<file path="config.mk">
export PLATFORM = sky130hd
export DESIGN_NAME = led_scan_driver_flat
export DESIGN_NICKNAME = d
export VERILOG_FILES = /design/src/rtl/led_scan_driver_pkg.sv /design/src/rtl/led_scan_driver_if.sv /design/src/rtl/led_scan_driver_scan_prescaler.sv /design/src/rtl/led_scan_driver.sv /design/src/flat_wrapper.sv
export SDC_FILE = /design/constraint.sdc
export NUM_CORES = 1
export LEC_CHECK = 0
export ABC_AREA = 1
export CORE_ASPECT_RATIO = 2
export CORE_UTILIZATION = 45
export DETAILED_ROUTE_END_ITERATION = 16
export SYNTH_ARGS = -nofsm -noshare
export SYNTH_HDL_FRONTEND = slang
export SYNTH_SLANG_ARGS = --single-unit
export TNS_END_PERCENT = 50
</file>
<file path="constraint.sdc">
create_clock -name clk -period 3.8 [get_ports clk]
set_input_delay 0.38 -clock clk [delete_from_list [all_inputs] [get_ports clk]]
set_output_delay 0.38 -clock clk [all_outputs]
set_load 0.01 [all_outputs]
</file>
<file path="src/rtl/led_scan_driver_pkg.sv">
// ---------------------------------------------------------------------------
// led_scan_pkg
// Shared constants and types for the multiplexed 4-digit LED scan driver.
//   CHAR_BLANK / CHAR_DASH / CHAR_F : character codes fed to the 7-seg decoder
//   scan_state_t                    : display mode (IDLE blank, SHOW message,
//                                     ERR error banner)
//   anode_for()                     : active-low one-cold digit enable
// ---------------------------------------------------------------------------
package led_scan_pkg;

    localparam logic [3:0]  CHAR_BLANK = 4'hF;
    localparam logic [3:0]  CHAR_DASH  = 4'hB;
    localparam logic [3:0]  CHAR_F     = 4'hC;
    localparam logic [15:0] MSG_BLANK  = 16'hFFFF;

    typedef enum logic [1:0] {
        IDLE = 2'd0,
        SHOW = 2'd1,
        ERR  = 2'd2
    } scan_state_t;

    // Active-low enable for one digit: only the selected bit is driven low.
    function automatic logic [3:0] anode_for(input logic [1:0] idx);
        return ~(4'b0001 << idx);
    endfunction

endpackage

</file>
<file path="src/rtl/led_scan_driver_if.sv">
// ---------------------------------------------------------------------------
// led_scan_driver_if
// Message/error request side and display side of the LED scan driver.
//   load, msg, error   : requester -> driver
//   load_ack           : driver -> requester, one-cycle apply pulse
//   char, anode        : driver -> display (decoder input, active-low enables)
// Modports: master = requester/display owner, slave = the driver.
// ---------------------------------------------------------------------------
interface led_scan_driver_if;

    logic        load;
    logic [15:0] msg;
    logic        error;
    logic        load_ack;
    logic [3:0]  char;
    logic [3:0]  anode;

    modport master (
        output load, msg, error,
        input  load_ack, char, anode
    );

    modport slave (
        input  load, msg, error,
        output load_ack, char, anode
    );

endinterface

</file>
<file path="src/rtl/led_scan_driver_scan_prescaler.sv">
// ---------------------------------------------------------------------------
// scan_prescaler
// Free-running divider that marks the last cycle of each digit slot.
//   clk   : rising-edge clock
//   reset : synchronous, active-high
//   tick  : high while the counter sits at SCAN_DIV-1 (one cycle per slot)
// SCAN_DIV legal range 2..65535.
// ---------------------------------------------------------------------------
module scan_prescaler #(
    parameter int unsigned SCAN_DIV = 50000
) (
    input  logic clk,
    input  logic reset,
    output logic tick
);

    localparam logic [15:0] LAST = 16'(SCAN_DIV - 1);

    logic [15:0] count_r;

    assign tick = (count_r == LAST);

    // Slot counter: 0..SCAN_DIV-1, wrapping on tick.
    always_ff @(posedge clk) begin
        if (reset) begin
            count_r <= 16'd0;
        end else if (tick) begin
            count_r <= 16'd0;
        end else begin
            count_r <= count_r + 16'd1;
        end
    end

endmodule

</file>
<file path="src/rtl/led_scan_driver.sv">
// ---------------------------------------------------------------------------
// led_scan_driver
// Scans a 4-digit multiplexed LED display. A loaded message is held in a
// shadow register and only becomes visible at a frame boundary (tick while
// digit 3 is selected), so one frame never mixes two messages. An error
// pulse forces an error banner (C,B,B,B) at the next boundary; a pending
// message then applies at the boundary after that.
//   clk        : rising-edge clock
//   reset      : synchronous, active-high
//   bus        : led_scan_driver_if.slave (load/msg/error in,
//                load_ack/char/anode out, all outputs registered)
// Optional build macro: LED_SCAN_BLINK_EN -- the error banner blinks
// (blank on every other frame).
// ---------------------------------------------------------------------------
module led_scan_driver
    import led_scan_pkg::*;
#(
    parameter int unsigned SCAN_DIV = 50000
) (
    input  logic               clk,
    input  logic               reset,
    led_scan_driver_if.slave   bus
);

    logic        tick_s;
    logic        boundary_s;
    logic        err_now_s;
    logic        apply_s;
    logic [3:0]  char_s;
    scan_state_t state_r;
    scan_state_t state_s;
    logic [1:0]  index_r;
    logic        pending_r;
    logic        err_pend_r;
    logic [15:0] disp_r;
    logic [15:0] shadow_r;
    logic        ack_r;
    logic [3:0]  char_r;
    logic [3:0]  anode_r;
`ifdef LED_SCAN_BLINK_EN
    logic        toggle_r;
`endif

    scan_prescaler #(.SCAN_DIV(SCAN_DIV)) u_prescaler (
        .clk   (clk),
        .reset (reset),
        .tick  (tick_s)
    );

    assign boundary_s   = tick_s & (index_r == 2'd3);
    assign bus.load_ack = ack_r;
    assign bus.char     = char_r;
    assign bus.anode    = anode_r;

    // State register.
    always_ff @(posedge clk) begin
        if (reset) begin
            state_r <= IDLE;
        end else begin
            state_r <= state_s;
        end
    end

    // Next-state decision at frame boundaries; error beats a message apply,
    // and a load arriving in the boundary cycle counts as already pending.
    always_comb begin
        state_s   = state_r;
        apply_s   = 1'b0;
        err_now_s = err_pend_r | bus.error;
        if (boundary_s) begin
            if (err_now_s) begin
                state_s = ERR;
            end else if (pending_r | bus.load) begin
                state_s = SHOW;
                apply_s = 1'b1;
            end else begin
                state_s = state_r;
            end
        end else begin
            state_s = state_r;
        end
    end

    // Character for the digit currently being latched, from the old state so
    // the whole frame is rendered from one message/mode.
    always_comb begin
        char_s = CHAR_BLANK;
        case (state_r)
            IDLE: char_s = CHAR_BLANK;
            SHOW: char_s = disp_r[{index_r, 2'b00} +: 4];
            ERR: begin
                if (index_r == 2'd3) begin
                    char_s = CHAR_F;
                end else begin
                    char_s = CHAR_DASH;
                end
`ifdef LED_SCAN_BLINK_EN
                if (toggle_r) begin
                    char_s = CHAR_BLANK;
                end else begin
                    char_s = char_s;
                end
`endif
            end
            default: char_s = CHAR_BLANK;
        endcase
    end

    // Digit scan, message shadowing/apply, error latch and output registers.
    always_ff @(posedge clk) begin
        if (reset) begin
            index_r    <= 2'd0;
            pending_r  <= 1'b0;
            err_pend_r <= 1'b0;
            disp_r     <= MSG_BLANK;
            shadow_r   <= MSG_BLANK;
            ack_r      <= 1'b0;
            char_r     <= CHAR_BLANK;
            anode_r    <= 4'b1111;
        end else begin
            ack_r <= apply_s;
            if (tick_s) begin
                index_r <= index_r + 2'd1;
                char_r  <= char_s;
                anode_r <= anode_for(index_r);
            end
            if (apply_s) begin
                disp_r    <= bus.load ? bus.msg : shadow_r;
                pending_r <= 1'b0;
            end else if (bus.load) begin
                shadow_r  <= bus.msg;
                pending_r <= 1'b1;
            end
            if (boundary_s) begin
                err_pend_r <= 1'b0;
            end else if (bus.error) begin
                err_pend_r <= 1'b1;
            end
        end
    end

`ifdef LED_SCAN_BLINK_EN
    // Frame parity inside ERR: cleared on entry, flipped every ERR frame.
    always_ff @(posedge clk) begin
        if (reset) begin
            toggle_r <= 1'b0;
        end else if (boundary_s && (state_s == ERR) && (state_r != ERR)) begin
            toggle_r <= 1'b0;
        end else if (boundary_s && (state_r == ERR)) begin
            toggle_r <= ~toggle_r;
        end
    end
`endif

endmodule

</file>
<file path="src/flat_wrapper.sv">
// flat-port wrapper written by rule: the top's interface ports become plain ports
module led_scan_driver_flat import led_scan_pkg::*;
#(
    parameter int unsigned SCAN_DIV = 50000
)
  (clk, reset, bus_load, bus_msg, bus_error, bus_load_ack, bus_char, bus_anode);
  led_scan_driver_if bus_i ();
  input  logic clk;
  input  logic reset;
  input wire logic [$bits(bus_i.load)-1:0] bus_load;
  input wire logic [$bits(bus_i.msg)-1:0] bus_msg;
  input wire logic [$bits(bus_i.error)-1:0] bus_error;
  output wire logic [$bits(bus_i.load_ack)-1:0] bus_load_ack;
  output wire logic [$bits(bus_i.char)-1:0] bus_char;
  output wire logic [$bits(bus_i.anode)-1:0] bus_anode;
  assign bus_i.load = bus_load;
  assign bus_i.msg = bus_msg;
  assign bus_i.error = bus_error;
  assign bus_load_ack = bus_i.load_ack;
  assign bus_char = bus_i.char;
  assign bus_anode = bus_i.anode;
  led_scan_driver #(.SCAN_DIV(SCAN_DIV)) u_core (.clk(clk), .reset(reset), .bus(bus_i));
endmodule
</file>
==> impl_metrics.csv <==
group,metric,value,unit
floorplanning,ioPinCount,29,
logic_synthesis,synth.distinct_cells,28,
final_layout,finalNonFillerCells,564,
logic_synthesis,yosysWarnings,0,
global_route,grt_antenna_before_repair,0,
floorplanning,coreArea,0.00689,mm²
setup_path,reg2reg_slack,1.74,ns
cts,cts-root-buf,"clkbuf_16",
setup_path,crit_fanout,35,
logic_synthesis,synth_seq_cells,63,
cts,ctsResizeCount,0,
placement,hpwl,5590,µm
global_route,grt_pass1_wl,12600,µm
sta,skew,0.00482,ns
power_and_ir_drop,power_density,437,mW/mm²
routing,firstDrtPassIters,5,
global_route,overflow,0,
logic_synthesis,synth_area,0.00321,mm²
routing,route.final.wire_length,7700,µm
routing,via_count,2933,
routing,viasPerCell,5.20,
sta,holdWs,0.451,ns
floorplanning,dieArea,0.00749,mm²
cts,cts.sinks,63,
routing,drc,0,
cts,cts.clk_slew.worst_paths,0.05,ns
power_and_ir_drop,p_leak,1.67,nW
power_and_ir_drop,finalPower,0.00166,W
logic_synthesis,synth_fp_nets,478,
sta,setup_viol,0,
final_layout,syn2layout_area_growth,18.3,%
logic_synthesis,async_flop_share,0,%
sta,fin_crit,2.43,ns
setup_path,crit_path_top_delay_cell,"clkdlybuf4s50_1",
floorplanning,start_util,46.5,%
logic_synthesis,syn_inst,451,
cts,cts_tree,"built",
sta,hold_violations,0,
setup_path,path_buf_inv,2,
power_and_ir_drop,vdd_drop_max,0.294,mV
setup_path,cp_top_family,"buffers and inverters",
setup_path,path_class,"in2reg",
status,status,"complete, no violations",
sta,slew-limit-headroom,51.0,%
cts,cts_setup_buffers,0,
sta,finalSetupTns,0,ns
setup_path,required,4.00,ns
sta,achievable-frequency,412,MHz
cts,cts_hold_buf,0,
routing,drt_iter0_drc,130,
placement,place_inst,548,
sta,worst_pin_slew,0.733,ns
floorplanning,placement_rows,43,
sta,grt_setup_unrepaired,"no",
sta,finalCritPeriodShare,63.9,%
sta,slew_violations,0,
logic_synthesis,synth_edf_count,0,
global_route,grt_max_degree,37,
cts,htree_levels,3,
cts,cts_buffers,9,
global_route,grt.total_usage,23.2,%
logic_synthesis,ys_seq_area_share,39.3,%
hold_path,hold_class,"reg2reg",
setup_path,start_kind,"primary input",
setup_path,crit_arrival,2.63,ns
floorplanning,dieWidth,61.7,µm
setup_path,max_stage_delay,0.88,ns
logic_synthesis,synthFlopType,"dfxtp_1",
routing,drt-wirelength-per-cell,13.7,µm
placement,gp_congestion,0.904,
logic_synthesis,syn_area_per_cell,7.11,µm²
global_route,grt_pass1_vias,2721,
floorplanning,die_h,121,µm
cts,clk_path_buf_depth,2,
final_layout,finalNetCount,496,
placement,placement.io_buffers,28,
job,cap_viol_max_count,0,
final_layout,antennaDiodeCount,0,
cts,insertion_delay,0.33,ns
routing,ant_nets,0,
final_layout,drive_gt1_share,8.44,%
setup_path,cp-end-kind,"flop",
setup_path,cp_cell_sequence,"clkdlybuf4s50_1 > nor2_2 > nor2_4 > buf_4 > nand4_4 > nand2_1 > nand3_1",
flip-flops by register name, summed over array words and instances (netlist names):
name	count
u_core.err_pend_r	1
u_core.bus.anode	4
u_core.index_r	2
u_core.disp_r	16
u_core.pending_r	1
u_core.state_r	2
u_core.bus.load_ack	1
u_core.shadow_r	16
u_core.u_prescaler.count_r	16
u_core.bus.char	4
logic make-up after synthesis:
group / synth area share [%]
xor+xnor: 1.37
fa+ha+maj: 2.73
compound gates: 4.10
buf+inv: 8.98
flops: 39.3
simple gates: 43.5
stage by stage:
step                area, µm²  setup slack (ns)  utilization (%)
global placement         3460              1.02             50.3
global route             3790              1.12             55.1
detailed placement       3460             0.987             50.3
finish                   3790              1.37             55.1
CTS                      3790              1.33             55.1
floorplan                3210              2.42                -
synthesized netlist by cell type, types with 2 or more instances:
master	n	share of area, %
nor2_2	3	0.59
a21oi_1	14	2.2
inv_1	30	3.5
nor2_1	46	5.4
buf_6	7	2.5
nor2_4	4	1.4
ha_1	7	2.7
nor3_1	6	0.94
nand2_1	130	15
nand3_2	3	0.94
nand4_1	40	7.8
o21ai_0	8	1.2
buf_2	12	1.9
nand2_2	3	0.59
dfxtp_1	63	39
o211ai_1	2	0.47
clkbuf_1	5	0.59
nand3_1	51	8.0
nand2_4	2	0.70
xor2_1	5	1.4
clkinv_2	2	0.31
inv_2	2	0.23
placed cells by master, fill, tap and decap left out, types with 7 or more instances in the layout:
cell	synthesis	final
inv_1	30	30
nor2_1	46	46
nand4_1	40	40
a21oi_1	14	14
dfxtp_1	63	63
clkbuf_16	0	9
clkdlybuf4s50_1	0	28
ha_1	7	7
nand3_1	51	51
o21ai_0	8	8
nand2_1	130	130
layout make-up:
cell class	count	area [µm²]
Sequential cell	63	1260
Timing Repair Buffer	31	303
Inverter	34	130
Fill cell	751	3090
Multi-Input combinational cell	330	1660
Clock buffer	14	294
Clock inverter	2	35.0
Tap cell	90	113
where the power goes:
| part | switching, W | internal, W | total, W |
|---|---|---|---|
| clock | 0.000287 | 0.000595 | 0.000883 |
| sequential | 0.00000823 | 0.000678 | 0.000686 |
| combinational | 0.0000510 | 0.0000364 | 0.0000874 |
| total | 0.000347 | 0.00131 | 0.00166 |
routing by layer:
layer	share of wire [%]	GRT usage, %	vias to the layer above
li1	-	-	1523
met1	38	24.2	1339
met2	56	40.6	53
met3	2.8	6.50	18
met4	3.3	10.8	0
met5	0	0	-
final timing paths:
kind,startpoint,to,depth (start not counted)
setup / recovery,bus_load,u_core.shadow_r[4],7
hold / removal,u_core.u_prescaler.count_r[0],u_core.u_prescaler.count_r[0],1
setup reg to reg,u_core.u_prescaler.count_r[0],u_core.disp_r[9],7
hold reg to reg,u_core.u_prescaler.count_r[0],u_core.u_prescaler.count_r[0],1
No activity file was read; power rests on OpenSTA's default activity.
